[config.mk]
export PLATFORM = sky130hd
export DESIGN_NAME = acc_sat17
export DESIGN_NICKNAME = d
export VERILOG_FILES = /design/src/rtl/nn_pkg.sv /design/src/rtl/round_sat17.sv /design/src/rtl/acc_sat17.sv
export SDC_FILE = /design/constraint.sdc
export NUM_CORES = 1
export LEC_CHECK = 0
export CORE_MARGIN = 10
export CORE_UTILIZATION = 45
export DETAILED_ROUTE_END_ITERATION = 16
export GPL_TIMING_DRIVEN = 0
export PLACE_DENSITY_LB_ADDON = 0.15
export SYNTH_ARGS = -nofsm -noshare
export SYNTH_HDL_FRONTEND = slang
export SYNTH_SLANG_ARGS = --single-unit
export TNS_END_PERCENT = 1
[constraint.sdc]
create_clock -name clk -period 3.5 [get_ports clk]
set_clock_uncertainty 0.05 [all_clocks]
set_input_delay 0.875 -clock clk [delete_from_list [all_inputs] [get_ports clk]]
set_output_delay 0.875 -clock clk [all_outputs]
set_load 0.05 [all_outputs]
[src/rtl/nn_pkg.sv]
// Shared neuron-datapath types: 17-bit activation format and its saturating helper.
package nn_pkg;

  localparam int ACT_W   = 17;
  localparam int ACT_MAX = 65535;
  localparam int ACT_MIN = -65536;

  typedef logic signed [ACT_W-1:0] act_t;

  typedef struct packed {
    act_t data;
    logic sat;
  } sat_res_t;

  typedef enum logic {
    ST_ACCUM = 1'b0,
    ST_HOLD  = 1'b1
  } acc_state_t;

  // Round half up, shift arithmetic right, clip to the activation range.
  // 64 bits of headroom keeps the rounding add from wrapping for any sane accumulator.
  function automatic sat_res_t sat_act(input logic signed [63:0] wide, input int shift);
    logic signed [63:0] v;
    sat_res_t           r;
    v = wide;
    if (shift > 0) v = (v + (64'sd1 <<< (shift - 1))) >>> shift;
    r.sat  = 1'b0;
    r.data = v[ACT_W-1:0];
    if (v > 64'(ACT_MAX)) begin
      r.data = ACT_W'(ACT_MAX);
      r.sat  = 1'b1;
    end else if (v < 64'(ACT_MIN)) begin
      r.data = ACT_W'(ACT_MIN);
      r.sat  = 1'b1;
    end
    return r;
  endfunction

endpackage

[src/rtl/round_sat17.sv]
// Combinational narrowing: round half up, arithmetic shift, clip to signed 17 bits.
module round_sat17
  import nn_pkg::*;
#(
  parameter int ACC_W = 22,
  parameter int SHIFT = 0
) (
  input  logic signed [ACC_W-1:0] sum,
  output logic signed [ACT_W-1:0] res,
  output logic                    sat
);

  // One guard bit above the accumulator so the rounding add cannot wrap.
  localparam int RW = ACC_W + 1;
  localparam logic signed [RW-1:0] HALF =
    (SHIFT > 0) ? (RW'(1) <<< ((SHIFT > 0) ? (SHIFT - 1) : 0)) : '0;

  logic signed [RW-1:0] ext;
  logic signed [RW-1:0] rnd;
  logic signed [RW-1:0] shd;
  sat_res_t             clip;

  assign ext = RW'(sum);
  assign rnd = ext + HALF;
  assign shd = rnd >>> SHIFT;

  always_comb begin
    clip = sat_act(64'(shd), 0);
    res  = clip.data;
    sat  = clip.sat;
  end

endmodule

[src/rtl/acc_sat17.sv]
// Frame accumulator: sums signed 17-bit terms, then rounds/shifts/saturates back to 17 bits.
module acc_sat17
  import nn_pkg::*;
#(
  parameter int N_TERMS = 16,
  parameter int ACC_W   = 22,
  parameter int SHIFT   = 0
) (
  input  logic                    clk,
  input  logic                    rst_n,
  input  logic                    in_valid,
  output logic                    in_ready,
  input  logic signed [ACT_W-1:0] in_data,
  input  logic                    in_last,
  output logic                    out_valid,
  input  logic                    out_ready,
  output logic signed [ACT_W-1:0] out_data,
  output logic                    out_sat,
  output logic                    out_short
);

  localparam int CNT_W = $clog2(N_TERMS);
  localparam logic [CNT_W-1:0] LAST_CNT = CNT_W'(N_TERMS - 1);

  acc_state_t             state;
  logic signed [ACC_W-1:0] acc;
  logic signed [ACC_W-1:0] nxt;
  logic [CNT_W-1:0]        cnt;
  logic                    hs;
  logic                    frame_end;
  logic signed [ACT_W-1:0] r_data;
  logic                    r_sat;

  assign hs        = in_valid & in_ready;
  assign nxt       = acc + ACC_W'(in_data);
  assign frame_end = in_last | (cnt == LAST_CNT);

  round_sat17 #(
    .ACC_W (ACC_W),
    .SHIFT (SHIFT)
  ) u_rnd (
    .sum (nxt),
    .res (r_data),
    .sat (r_sat)
  );

  // in_ready/out_valid are registered copies of the state; in_ready stays low
  // for the first edge after reset release.
  always_ff @(posedge clk or negedge rst_n) begin
    if (!rst_n) begin
      state     <= ST_ACCUM;
      acc       <= '0;
      cnt       <= '0;
      in_ready  <= 1'b0;
      out_valid <= 1'b0;
      out_data  <= '0;
      out_sat   <= 1'b0;
      out_short <= 1'b0;
    end else begin
      case (state)
        ST_ACCUM: begin
          in_ready <= 1'b1;
          if (hs) begin
            if (frame_end) begin
              out_data  <= r_data;
              out_sat   <= r_sat;
              out_short <= in_last && (cnt < LAST_CNT);
              acc       <= '0;
              cnt       <= '0;
              state     <= ST_HOLD;
              in_ready  <= 1'b0;
              out_valid <= 1'b1;
            end else begin
              acc <= nxt;
              cnt <= cnt + 1'b1;
            end
          end
        end
        ST_HOLD: begin
          if (out_ready) begin
            state     <= ST_ACCUM;
            in_ready  <= 1'b1;
            out_valid <= 1'b0;
          end
        end
        default: state <= ST_ACCUM;
      endcase
    end
  end

endmodule

* Word-level counts from Yosys, hierarchy flattened
Index checks and enable logic that the tools add are counted.
Widths: inputs -> output; s select.
** Word-level totals
- Register bits after elaboration :: 48
- Input bits :: 22
- Output and inout bits :: 21
- Logic and storage cells :: 40
** Cells by class
- Add/subtract/negate cells :: 2
- Order comparisons :: 3
- Equality and inequality tests :: 4
- Mux-type cells :: 16
- Bitwise logic cells :: 3
- Reductions and logical operators :: 4
** Operators by type and width (number)
- $mux 18 :: 2
- $add 22x17->22 :: 1
- $gt 22x17->1 const B :: 1
- $lt 22x17->1 const B :: 1
- $mux 22 :: 1
- $mux 1 :: 9
- $ne 2x2->1 const B :: 3
- $pmux 1 s2 :: 3
- $reduce_and 3->1 :: 2
- $add 4x1->4 const B :: 1
- $eq 4x4->1 const B :: 1
- $lt 4x4->1 const B :: 1
- $mux 4 :: 1
- $reduce_and 2->1 :: 1
- $and 1x1->1 :: 1
- $logic_and 1x1->1 :: 1
- $not 1->1 :: 1
- $or 1x1->1 :: 1

* Depth between registers and ports, before layout
- Depth after elaboration :: 5
- Depth in mapped cells :: 12

* Hierarchy
From an unflattened synthesis, not the netlist that was laid out.
** Unflattened totals
- Cells, all modules :: 317
- Area total of the unflattened synthesis :: 3133.0 um2
** By module, submodules not included
- acc_sat17 :: times used 1, cells an instance 289, area each 2916.5 um2, seq. area each 1201.2 um2
- round_sat17 :: times used 1, cells an instance 28, area each 216.5 um2, seq. area each 0.0 um2

* Least setup slack after synthesis
Ideal clock, no wire load.
- Path type :: input port to flip-flop
- Start :: input in_data[0]
- End :: register out_sat
- Data arrival time :: 3.194 ns
- Required time :: 3.326 ns
- Path slack :: 0.132 ns
- Stages on the path :: 11
- Path buffers :: 0
- Path through :: ha_1 inv_1 fa_1 nand2b_1 a21oi_2 o21ai_1 a2111oi_2 a211oi_4 nor4_2 a211oi_2 a211o_1
** Between the ends
- Cells in the longest elaborated chain, start to end :: 4
** RTL lines
- start, declared :: line acc_sat17.sv:13 : input logic signed [ACT_W-1:0] in_data,
- $add 22x17->22 (*) :: line acc_sat17.sv:35 : assign nxt = acc + ACC_W'(in_data);
- $lt 22x17->1 :: line nn_pkg.sv:32 : end else if (v < 64'(ACT_MIN)) begin
- $mux 18 :: line nn_pkg.sv:32
- $mux 18 (*) :: line nn_pkg.sv:29 : if (v > 64'(ACT_MAX)) begin
- end signal, assigned :: line acc_sat17.sv:66 : out_sat <= r_sat;
- end, declared :: line acc_sat17.sv:18 : output logic out_sat,
Every way passes the cells marked *; elsewhere a longest branch is shown, timed or not.
A chain may end at the register's enable or synchronous reset.

* Worst setup path after layout
- Start :: input in_data[6]
- End :: register out_data[7]
** Between the ends
- Cells in the longest elaborated chain, start to end :: 4
** RTL lines
- $add 22x17->22 (*) :: line acc_sat17.sv:35
- $lt 22x17->1 :: line nn_pkg.sv:32
- $mux 18 :: line nn_pkg.sv:32
- $mux 18 (*) :: line nn_pkg.sv:29
- end signal, assigned :: line acc_sat17.sv:65 : out_data <= r_data;
- end, declared :: line acc_sat17.sv:17 : output logic signed [ACT_W-1:0] out_data,
Marked as above.

==> metrics.md <==
| Metric | Value |
|---|---|
| CP Launch Point | `in_data[6]` |
| Io pins | `43` |
| Chip Height | `approximately 110 um` |
| Vias in the first global route | `3,382` |
| Placed insts | `between 500 and 600` |
| Peak supply drop | `just over 0.5 mV` |
| Distinct cell type count after synthesis | `around 60` |
| Global-route wire length before repair | `16,700 um` |
| Vias per cell | `approximately 5.9` |
| Post-route cell area | `between 4000 and 5000 um2` |
| FFs w/ async S/R, synth | `between 90% and 100%` |
| Clock tree buffer depth | `2` |
| Die Area | `around 12,000 um2` |
| ANT cells | `0` |
| DR WL met3 | `around 400 um` |
| DRT antenna net count | `0` |
| Antenna violations before repair | `0` |
| Die Wd | `approximately 110 um` |
| Most frequent CP cell | `buf_6` |
| Worst-margin pin slew | `around 0.73 ns` |
| Power Dens Cells | `1030 nW/um2` |
| Hold Crit Class | `flip-flop to flip-flop` |
| Area post-placement | `4120 um2` |
| Max cap viols | `0` |
| # rows | `32` |
| Htree depth | `2` |
| Initial cell density of the core | `a little under half` |
| Net Count, Synth | `between 400 and 500` |
| Max Fclk | `slightly below 0.3 GHz` |
| RSZ-0062 raised after global routing | `false` |
| Number of fill cells | `657` |
| Worst Path Max Fanout | `6` |
| Worst hold path startpoint | `out_valid` |
| Proportion of layout cells with a drive suffix above 1 | `between 20% and 30%` |
| Flops & latches, synth | `between 40 and 50` |
| Minimum clock period | `approximately 3.4 ns` |
| Total Nets Final | `a little over 500` |
| Pre-CTS WS | `-0.807 ns` |
| R2r startpoint | `acc[0]` |
| Tot Pwr | `around 5 mW` |
| Fin. Hold Viols | `0` |
| Total CTS buffers | `5` |
| Number of port buffers | `a little over 40` |
| Share of the synthesized area in the top cell type | `between 30% and 40%` |
| Via count | `around 3,300` |
| Slew headroom | `50.9%` |
| Ys flop type | `dfrtp_1` |
| Post-Route WL | `10,200 um` |
| Mapped Area | `around 3600 um2` |
| Drt initial violations | `between 100 and 150` |
| Core Util, Final | `just over 60%` |
| Syn_area_per_cell | `roughly 9 um2` |
| Ranking of synthesized cells by area | `dfrtp_1, ha_1, nand2_1` |
| Number of synthesized flops with an enable pin | `0` |
| Clock sink count | `48` |
| Setup TNS | `0 ns` |
| WL per Instance | `between 15 and 20 um` |
| DP HPWL | `approximately 7400 um` |
| Clk Latency, worst-skew pair | `between 0.3 and 0.4 ns` |
| Final Non-Filler Cells | `approximately 570` |
| Final cycle utilization of the critical path | `97.0%` |
| CTS tree | `done` |
| Root buffer cell | `clkbuf_8` |
| CP Launch Type | `input port` |
| Crit path kind | `input port to flip-flop` |
| Cells after Synth | `a little under 400` |
| DR WL met2 | `roughly 4900 um` |
| CP Capture Type | `flip-flop` |
| Combinational share of power | `between 70% and 80%` |
| Maximum number of pins on one net before global-route repair | `26` |
| Sequential area share after synthesis | `33.7%` |
| Register share of total power | `19.5%` |
| CP max stage delay | `approximately 0.47 ns` |
| Sw frac | `between 50 and 60%` |
| Drc violations | `0` |
| Final WS setup | `approximately 0.10 ns` |
| Status | `finished clean` |
| Final setup viols | `0` |
| CP arrival | `roughly 3.5 ns` |
| Overflow after GRT | `0` |
| CP required | `~3.6 ns` |
| GRT Resource Usage Total | `17.3%` |
| Highest routed layer | `met4` |
| Placer Congestion | `around 0.88` |
| Met1 wire length | `between 4000 and 5000 um` |
| Worst R2R Setup Slack | `roughly 0.55 ns` |
| CP top delay family | `compound AO/OA/AOI/OAI gates` |
| Slowest CP cell | `clkdlybuf4s50_1` |
| Synth warnings | `0` |
| Biggest area consumer among synthesized cells | `dfrtp_1` |
| Critical path, cell by cell | `clkdlybuf4s50_1 -> ha_2 -> a21oi_2 -> o21ai_2 -> or3_4 -> o21a_1 -> a211oi_4 -> buf_6 -> nor2_4 -> o211ai_4 -> buf_6 -> o211ai_2` |
| Pint | `between 2 and 2.5 mW` |
| Area growth syn-to-layout | `33.2%` |
| Leakage | `~2.0 nW` |
| CP bufs+invs | `3` |
| Clk pwr share | `about 8.5%` |
| Worst-path clk slew | `0.09 ns` |
| Net Sw Power | `between 2 and 2.5 mW` |
| Max Slew Vio Count | `0` |
| Final hold slack | `0.442 ns` |
| CORE AREA | `roughly 7700 um2` |
| Drt first pass iters | `4` |
==> final timing paths <==
path / to / cells past startpoint
worst min-delay path: out_valid / 2
min in group asynchronous: out_data[10] / 1
worst max register to register: out_data[7] / 12
max in group asynchronous: acc[0] / 2
worst max-delay path: out_data[7] / 12
worst min register to register: out_valid / 2
==> layout by cell type (no fill, tap or decap), types with 4 or more instances in the layout <==
cell type and n:
a21o_1 5, a21oi_1 14, a21oi_2 5, a22o_1 14
a31oi_1 4, a32oi_1 13, and3_1 4, buf_2 6
buf_4 19, buf_6 8, clkbuf_1 10, clkbuf_8 5
clkdlybuf4s50_1 31, dfrtp_1 48, dlymetal6s2s_1 7, ha_1 9
ha_4 10, inv_1 11, nand2_1 44, nand2b_1 4
nand3_1 9, nand4_1 4, nor2_1 22, nor3_1 11
nor3b_1 10, nor4_1 5, o211ai_1 13, o211ai_2 10
o21ai_0 17, xnor2_1 4, xor2_1 8
==> cells by family (layout without fill, tap and decap cells) <==
logic type	count (synthesis)	after routing	share of synthesized area, %
simple gates	141	141	20.2
compound gates	135	135	30.2
flops	48	48	33.7
buf+inv	36	105	4.63
fa+ha+maj	23	23	8.28
xor+xnor	12	12	2.95
==> repair_timing <==
| item | 4_1_cts | 5_1_grt |
|---|---|---|
| gates resized for setup | 25 | 56 |
| buffers inserted | 11 | 8 |
| gates cloned | 1 | 1 |
| hold buffers | 0 | 0 |
| pin swaps | 14 | 25 |
| setup endpoints to repair | 19 | 17 |
==> flip-flops by register name, summed over array words and instances, names as in the netlist <==
signal	count
out_valid	1
out_short	1
in_ready	1
acc	22
state	1
out_sat	1
cnt	4
out_data	17
==> area by class of cell <==
type | count | area, um2 | area share, %
Sequential cell | 48 | 1200 | 25.3
Clock buffer | 5 | 68.8 | 1.45
Clock inverter | 3 | 42.5 | 0.896
Timing Repair Buffer | 63 | 607 | 12.8
Buffer | 22 | 134 | 2.82
Tap cell | 102 | 128 | 2.69
Inverter | 12 | 45.0 | 0.948
Multi-Input combinational cell | 311 | 2520 | 53.1
==> worst reg2reg max path: cells and delay by family (launching register included) <==
kind,cells,cell delay (ns)
and+or+nand+nor,1,0.16
AOI/OAI and AO/OA,7,1.44
adders and majority gates,2,0.57
DFF,1,0.37
buffers and inverters,2,0.23
==> cell usage after synthesis, types with 3 or more instances <==
cell	count
o31ai_1	3
nand2b_1	5
a32oi_1	13
xor2_1	8
nand2_1	45
nand4_1	4
o21ai_0	18
buf_2	6
a22o_1	14
ha_1	22
dfrtp_1	48
inv_1	12
nor3b_1	11
o211ai_1	13
nand3_1	9
a21o_1	5
o211ai_2	11
a21oi_1	19
and3_1	4
nor3_2	3
nor3_1	13
clkbuf_1	14
and2_1	3
o21ai_1	3
nor4_1	7
a31oi_1	5
nor2_1	25
o21a_1	4
or3_1	3
a21boi_0	3
xnor2_1	4
o211a_1	3
==> metal layers <==
metal / up-vias / GRT usage, %
li1: 1631 / -
met1: 1630 / 22.1
met2: 66 / 29.0
met3: 15 / 3.19
met4: 0 / 5.08
met5: - / 0
==> power by group through the flow <==
stage	clock [mW]	sequential, mW	combinational [mW]
6_report	0.413	0.952	3.51
4_1_cts	0.420	0.934	3.20
3_3_place_gp	0	0.933	2.91
5_1_grt	0.441	0.983	3.81
3_5_place_dp	0	0.940	2.93
2_1_floorplan	0	1.29	1.83
No activity file was read; power rests on OpenSTA's default activity.
